`config.mk`:
```
export PLATFORM = sky130hd
export DESIGN_NAME = cacop_sched
export DESIGN_NICKNAME = d
export VERILOG_FILES = /design/src/rtl/cacop_sched.sv
export SDC_FILE = /design/constraint.sdc
export NUM_CORES = 1
export LEC_CHECK = 0
export ABC_AREA = 0
export BUFFER_PORTS_ARGS = -buffer_cell sky130_fd_sc_hd__clkbuf_2
export CAP_MARGIN = 20
export CORE_UTILIZATION = 50
export DETAILED_ROUTE_END_ITERATION = 16
export PLACE_DENSITY_LB_ADDON = 0.25
export REMOVE_ABC_BUFFERS = 1
export SYNTH_ARGS = -nofsm -noshare
export SYNTH_HDL_FRONTEND = slang
export SYNTH_SLANG_ARGS = --single-unit
```
`constraint.sdc`:
```
create_clock -name clk -period 2.8 [get_ports clk]
set_input_delay 0.28 -clock clk [delete_from_list [all_inputs] [get_ports clk]]
set_output_delay 0.28 -clock clk [all_outputs]
set_load 0.02 [all_outputs]
```
`src/rtl/cacop_sched.sv`:
```
// rtl/cacop_sched.sv - CACOP cache-maintenance sequencer between WB and the icache/dcache controllers
//
// Accepts one level-held CACOP request from WB, decodes its target cache and op type,
// drains the dcache when needed, issues the op through a valid/ready handshake, waits for
// the cache's done pulse (or a timeout), and returns a single-cycle cacop_data_ok.
//
// Ports:
//   clk, resetn                  clock, asynchronous active-low reset
//   cacop_req/code/addr          request from WB (code[2:0] target, code[4:3] op type)
//   cacop_data_ok                one-cycle completion pulse to WB
//   ic_op_*                      icache op channel (valid/ready/type/addr/done)
//   dc_op_*                      dcache op channel (valid/ready/type/addr/done)
//   dc_idle                      dcache has nothing outstanding
//   busy                         sequencer not idle
//   op_timeout                   one-cycle pulse when WAIT is force-terminated
module cacop_sched #(
  parameter int unsigned        TMO_W   = 8,
  parameter logic [TMO_W-1:0]   TMO_MAX = 8'hFF
) (
  input  logic        clk,
  input  logic        resetn,
  input  logic        cacop_req,
  input  logic [4:0]  cacop_code,
  input  logic [31:0] cacop_addr,
  output logic        cacop_data_ok,
  output logic        ic_op_valid,
  input  logic        ic_op_ready,
  output logic [1:0]  ic_op_type,
  output logic [31:0] ic_op_addr,
  input  logic        ic_op_done,
  output logic        dc_op_valid,
  input  logic        dc_op_ready,
  output logic [1:0]  dc_op_type,
  output logic [31:0] dc_op_addr,
  input  logic        dc_op_done,
  input  logic        dc_idle,
  output logic        busy,
  output logic        op_timeout
);

  typedef enum logic [2:0] {
    S_IDLE,
    S_DRAIN,
    S_ISSUE,
    S_WAIT,
    S_DONE,
    S_RELEASE
  } state_e;

  state_e             state_q, state_d;
  logic [2:0]         tgt_q, tgt_d;
  logic [1:0]         typ_q, typ_d;
  logic [31:0]        addr_q, addr_d;
  logic [TMO_W-1:0]   cnt_q, cnt_d;

  logic               sel_ready;
  logic               sel_done;
  logic               cnt_at_max;

  // Only targets 0 and 1 ever reach ISSUE/WAIT, so a plain 0-vs-other select is enough.
  assign sel_ready  = (tgt_q == 3'd0) ? ic_op_ready : dc_op_ready;
  assign sel_done   = (tgt_q == 3'd0) ? ic_op_done  : dc_op_done;
  assign cnt_at_max = (cnt_q == TMO_MAX);

  always_ff @(posedge clk or negedge resetn) begin
    if (!resetn) begin
      state_q <= S_IDLE;
      tgt_q   <= 3'd0;
      typ_q   <= 2'd0;
      addr_q  <= 32'd0;
      cnt_q   <= '0;
    end else begin
      state_q <= state_d;
      tgt_q   <= tgt_d;
      typ_q   <= typ_d;
      addr_q  <= addr_d;
      cnt_q   <= cnt_d;
    end
  end

  always_comb begin
    state_d = state_q;
    tgt_d   = tgt_q;
    typ_d   = typ_q;
    addr_d  = addr_q;
    cnt_d   = cnt_q;
    case (state_q)
      S_IDLE: begin
        if (cacop_req) begin
          tgt_d  = cacop_code[2:0];
          typ_d  = cacop_code[4:3];
          addr_d = cacop_addr;
          // Reserved targets and the reserved op type complete without touching a cache.
          if (cacop_code[4:3] == 2'd3 || cacop_code[2:1] != 2'd0) begin
            state_d = S_DONE;
          end else if (cacop_code[0]) begin
            state_d = S_DRAIN;
          end else begin
            state_d = S_ISSUE;
          end
        end
      end
      S_DRAIN: begin
        if (dc_idle) begin
          state_d = S_ISSUE;
        end
      end
      S_ISSUE: begin
        // done is not sampled here: a done in the acceptance cycle is ignored.
        if (sel_ready) begin
          state_d = S_WAIT;
          cnt_d   = '0;
        end
      end
      S_WAIT: begin
        if (sel_done || cnt_at_max) begin
          state_d = S_DONE;
        end else begin
          cnt_d = cnt_q + {{(TMO_W-1){1'b0}}, 1'b1};
        end
      end
      S_DONE: begin
        state_d = S_RELEASE;
      end
      S_RELEASE: begin
        if (!cacop_req) begin
          state_d = S_IDLE;
        end
      end
      default: begin
        state_d = S_IDLE;
      end
    endcase
  end

  assign busy          = (state_q != S_IDLE);
  assign cacop_data_ok = (state_q == S_DONE);
  assign ic_op_valid   = (state_q == S_ISSUE) && (tgt_q == 3'd0);
  assign dc_op_valid   = (state_q == S_ISSUE) && (tgt_q == 3'd1);
  // A done arriving on the last counted cycle takes priority over the timeout.
  assign op_timeout    = (state_q == S_WAIT) && cnt_at_max && !sel_done;

  assign ic_op_type = typ_q;
  assign ic_op_addr = addr_q;
  assign dc_op_type = typ_q;
  assign dc_op_addr = addr_q;

endmodule

```
Word-level counts from Yosys, hierarchy flattened

Cells that the tools add are included.

Latch bits: 0
Memories: 0
Bits in registers: 48
Bits in writable memories: 0
Input bits: 45
Output and inout port bits: 73
Memory bits (read-only): 0
Word-level logic and storage cells: 48

Divide/modulo/power cells: 0
Shifts and indexed selects: 0
Eq/ne operators: 14
Muxes and demuxes: 13
$lt $le $gt $ge: 0
$add $sub $neg: 1
Bitwise logic cells: 0
Reductions and logical operators: 15
Multipliers: 0

Operator list:

| cell                                           | number |
|---|---|
| 2-to-1 mux 3 bit                               | 6 |
| case mux 3 bit (6 select lines)                | 1 |
| 2-to-1 mux 8 bit                               | 2 |
| case mux 8 bit (2 select lines)                | 1 |
| inequality test 2 bit (second input constant)  | 6 |
| adder 8 x 1 -> 8 bit (second input constant)   | 1 |
| == test 8 bit (second input constant)          | 1 |
| == test 3 x 1 -> 1 bit (second input constant) | 2 |
| == test 3 x 2 -> 1 bit (second input constant) | 2 |
| == test 3 bit (second input constant)          | 2 |
| zero test 3 bit                                | 2 |
| AND reduction 5 bit                            | 1 |
| logical AND 1 bit                              | 4 |
| nonzero test 2 bit                             | 2 |
| AND reduction 3 bit                            | 1 |
| nonzero test 3 bit                             | 1 |
| == test 2 bit (second input constant)          | 1 |
| logical OR 1 bit                               | 2 |
| 2-to-1 mux 1 bit                               | 2 |
| 2-to-1 mux 2 bit                               | 1 |
| AND reduction 2 bit                            | 1 |
| zero test 1 bit                                | 1 |

Depth between registers and ports, before layout

Depth in word-level cells: 5
Mapped depth: 6
Gate-level depth less buffers: 5

Worst setup path before layout

OpenSTA, ideal clock, no wires.

Path type: reg-to-reg
Start point: register state_q[2]
End point: register addr_q[10] (netlist: dc_op_addr[10])
Stages on the path, launching flop included: 6
Arrival: 1.804 ns
Required time: 2.675 ns
Library setup time: 0.125 ns
Clock period less this slack: 1.928 ns
Setup slack: 0.872 ns
Buffers on the path: 2
Path through: dfrtp_1 buf_2 or3_1 nor2_4 buf_4 mux2_2

Word-level cells in the longest chain between the ends: 2

Ends and longest elaborated chain:

| what                          | RTL line | source |
|---|---|---|
| start, declared               | 50       | `state_e state_q, state_d;` |
| start signal, assigned        | 73       | `state_q <= state_d;` |
| zero test 3 bit               | 87       | `case (state_q)` |
| AND reduction 2 bit (no line) | --       |  |
| end signal, assigned          | 76       | `addr_q <= addr_d;` |
| end, declared                 | 53       | `logic [31:0] addr_q, addr_d;` |

No other way between the ends.
A chain may end at the register's enable or synchronous reset.

Final worst setup path

Start point: register cnt_q[0]
End point: output port op_timeout

Word-level cells in the longest chain between the ends: 3

Ends and longest elaborated chain:

| what                           | RTL line | source |
|---|---|---|
| start, declared                | 54       | `logic [TMO_W-1:0] cnt_q, cnt_d;` |
| start signal, assigned         | 77       | `cnt_q <= cnt_d;` |
| == test 8 bit                  | 63       | `assign cnt_at_max = (cnt_q == TMO_MAX);` |
| logical AND 1 bit (2 in a row) | 141      | `assign op_timeout = (state_q == S_WAIT) && cnt_at_max && !sel_done;` |
| end, declared                  | 38       | `output logic op_timeout` |

No other way between the ends.

==> results.sh <==
export IMPL_rsz0062_at_grt="false"
export IMPL_synth_top_area_share_pct=48.83
export IMPL_count_of_standard_cell_rows=25
export IMPL_period_needed_ns=2.199
export IMPL_fin_hold_ws_ns=0.06150
export IMPL_synth_ff_latch_count=48
export IMPL_ios=118
export IMPL_antenna_diode_count=0
export IMPL_die_area_um2=5204
export IMPL_first_pass_grt_wire_length_um=7665
export IMPL_synth_simple_gate_area_share_pct=10.63
export IMPL_netlist_top_cells_area="sky130_fd_sc_hd__dfrtp_1 (49%), sky130_fd_sc_hd__mux2_2 (17%), sky130_fd_sc_hd__buf_4 (12%), sky130_fd_sc_hd__a211oi_2 (1.5%), sky130_fd_sc_hd__and3_1 (1.5%)"
export IMPL_yosys_area_share_xor_xnor_pct=0
export IMPL_post_route_drc_count=0
export IMPL_first_iter_violations=125
export IMPL_yosysUniqueCellTypes=41
export IMPL_io_buffers=117
export IMPL_hold_path_class="primary input to async pin"
export IMPL_worst_setup_path_type="flop to primary output"
export IMPL_crit_fanout=11
export IMPL_global_route_overflow_total=0
export IMPL_synthMostInstantiatedCell="sky130_fd_sc_hd__dfrtp_1"
export IMPL_yosys_area_share_adder_pct=0.5086
export IMPL_worst_slew_margin_rel_pct=44.94
export IMPL_dp_worst_slack_ns=0.7532
export IMPL_report_final_setup_viol=0
export IMPL_worst_setup_path_end_kind="primary output"
export IMPL_post_synth_cell_area_avg_um2=11.94
export IMPL_cts_buffers=5
export IMPL_ys_dominant_reg_cell="sky130_fd_sc_hd__dfrtp_1"
export IMPL_post_cts_setup_buffers=0
export IMPL_achievable_freq_ghz=0.4548
export IMPL_path_clk_slew_ns=0.09
export IMPL_effective_utilization_at_floorplan_pct=52.08
export IMPL_layout_worst_path_cycle_share_pct=78.52
export IMPL_fin_ws_ns=0.6014
export IMPL_cellPowerDensity_nw_per_um2=1229
export IMPL_height_of_the_chip_um=72.14
export IMPL_detailed_place_hpwl_um=3554
export IMPL_async_reset_ff_share_pct=100.0
export IMPL_cts_root_to_sink_buffers=2
export IMPL_hold_violations=0
export IMPL_cts_tree="yes"
export IMPL_worst_slew_pin_transition_ns=0.8184
export IMPL_fin_nets=335
export IMPL_post_cts_hold_buffer_count=0
export IMPL_largest_net_degree_at_the_start_of_global_routing=49
export IMPL_cts_root_buffer="sky130_fd_sc_hd__clkbuf_8"
export IMPL_routed_wirelength_um=4851
export IMPL_clock_skew_final_ns=0.005117
export IMPL_synth_enable_flop_cells=0
export IMPL_final_cell_utilization_of_the_core_pct=61.96
export IMPL_detailroute_via_count=1847
export IMPL_fraction_of_layout_instances_using_a_drive_strength_above_1_pct=58.28
export IMPL_run_status="complete, no violations"
export IMPL_drt_antenna_violating_nets=0
export IMPL_slew_viol_final=0
export IMPL_synth_commonest_cells="sky130_fd_sc_hd__dfrtp_1 (48), sky130_fd_sc_hd__buf_4 (39), sky130_fd_sc_hd__mux2_2 (37)"
export IMPL_combinational_family_with_the_most_area_after_synthesis="multiplexers"
export IMPL_synth_compound_gate_area_share_pct=9.512
export IMPL_required_ns=2.52
export IMPL_synth_top_area_cell="sky130_fd_sc_hd__dfrtp_1"
export IMPL_die_x_um=72.14
export IMPL_setup_worst_path_start_class="flop"
export IMPL_setup_tns_final_ns=0
export IMPL_core_area_um2=4723
export IMPL_post_synth_mux_area_share_pct=17.40
export IMPL_grt_pass1_vias=1620
export IMPL_gpl_final_weighted_congestion=0.9272
export IMPL_insertion_delay_ns=0.29
export IMPL_globalRouteTotalUtil_pct=19.13
export IMPL_ctsResizeCount=0
export IMPL_synth_cells=206
export IMPL_synth_warning_count=0
export IMPL_timing_critical_path_arrival_ns=1.92
export IMPL_yosysSeqAreaShare_pct=48.83
export IMPL_htree_num_levels=2
export IMPL_areaGrowthSynthToFinish_pct=18.97
export IMPL_synthesis_area_um2=2460
export IMPL_drt_pass1_iterations=6
export IMPL_drt_wirelength_per_cell_um=13.59
export IMPL_number_of_antenna_violations_at_the_first_check_in_global_routing=0
export IMPL_cap_viol_max_count=0
export IMPL_cts_sink_count=48
export IMPL_nFillCells=393
export IMPL_power_static_leakage_nw=1.455
export IMPL_worst_supply_voltage_drop_on_vdd_mv=0.8567
export IMPL_vias_per_cell=5.174
registers in the layout (all words and copies together), names as in the netlist:
register,flops
dc_op_addr,32
tgt_q,3
cnt_q,8
dc_op_type,2
state_q,3
final timing paths:
path                                         endpoint  cells past startpoint  slack, ns              startpoint
max                                        op_timeout                      5       0.60    cnt_q[0]$_DFFE_PN0P_
min                        dc_op_addr[31]$_DFFE_PN0P_                      2       0.06                  resetn
max reg2reg                    state_q[0]$_DFFE_PN0P_                      4       0.71  state_q[2]$_DFFE_PN0P_
min reg2reg                      cnt_q[0]$_DFFE_PN0P_                      1       0.50    cnt_q[0]$_DFFE_PN0P_
max in group asynchronous  dc_op_addr[13]$_DFFE_PN0P_                      2       2.33                  resetn
min in group clk           dc_op_addr[12]$_DFFE_PN0P_                      2       0.20          cacop_addr[12]
logic make-up after synthesis:
logic type      after synthesis
buf+inv                      46
mux                          38
compound gates               30
fa+ha+maj                     1
simple gates                 43
flops                        48
final cells by class:
type                    count  area [um^2]  share of cell area, %
inverters                   3        11.26                 0.3848
flip-flops and latches     48         1201                  41.04
clock inverters             1        7.507                 0.2565
repair buffers            119        600.6                  20.52
multi-input cells         112        935.9                  31.98
clock buffers               7        86.33                  2.950
well taps                  67        83.83                  2.864
metal layers:
layer / GRT usage (%) / share of wire (%)
met5: 0 / 0
met4: 5.664 / 1.1
met3: 5.833 / 6.2
met2: 30.74 / 51
met1: 25.07 / 42
worst max-delay path, stage by stage (launching register included):
cell	delay, ns
sky130_fd_sc_hd__dfrtp_1	0.39
sky130_fd_sc_hd__ha_1	0.23
sky130_fd_sc_hd__and3_1	0.25
sky130_fd_sc_hd__nand3_1	0.35
sky130_fd_sc_hd__nor2b_1	0.22
sky130_fd_sc_hd__clkbuf_2	0.19
power breakdown:
part / leakage [nW] / switching (mW) / internal, mW / total (mW)
logic: 0.826 / 1.12 / 0.752 / 1.87
clock network: 0.0445 / 0.230 / 0.201 / 0.431
registers: 0.585 / 0.290 / 1.01 / 1.30
total: 1.46 / 1.64 / 1.96 / 3.60
cell usage in the layout, fill, tap and decap left out, drive strengths merged, types with 2 or more instances in the layout:
master	count
clkbuf	124
dfrtp	48
mux2	38
nor2	7
and3	7
nand3	6
a21oi	5
o21ai	5
nand2	4
a211oi	4
nor3	3
inv	3
a31oi	3
o41ai	3
or3	2
and2	2
o31ai	2
and3b	2
nor2b	2
nor4	2
buf	2
per-stage QoR:
| step | cells | power (mW) | area [um^2] |
|---|---|---|---|
| 3_5_place_dp | 349 | 3.196 | 2833 |
| 4_1_cts | 357 | 3.639 | 2927 |
| 5_1_grt | 357 | 3.811 | 2927 |
| 2_1_floorplan | 163 | 2.492 | 2148 |
| 6_report | 357 | 3.597 | 2927 |
| 3_3_place_gp | 349 | 3.156 | 2833 |
(Power assumes the default switching activity.)
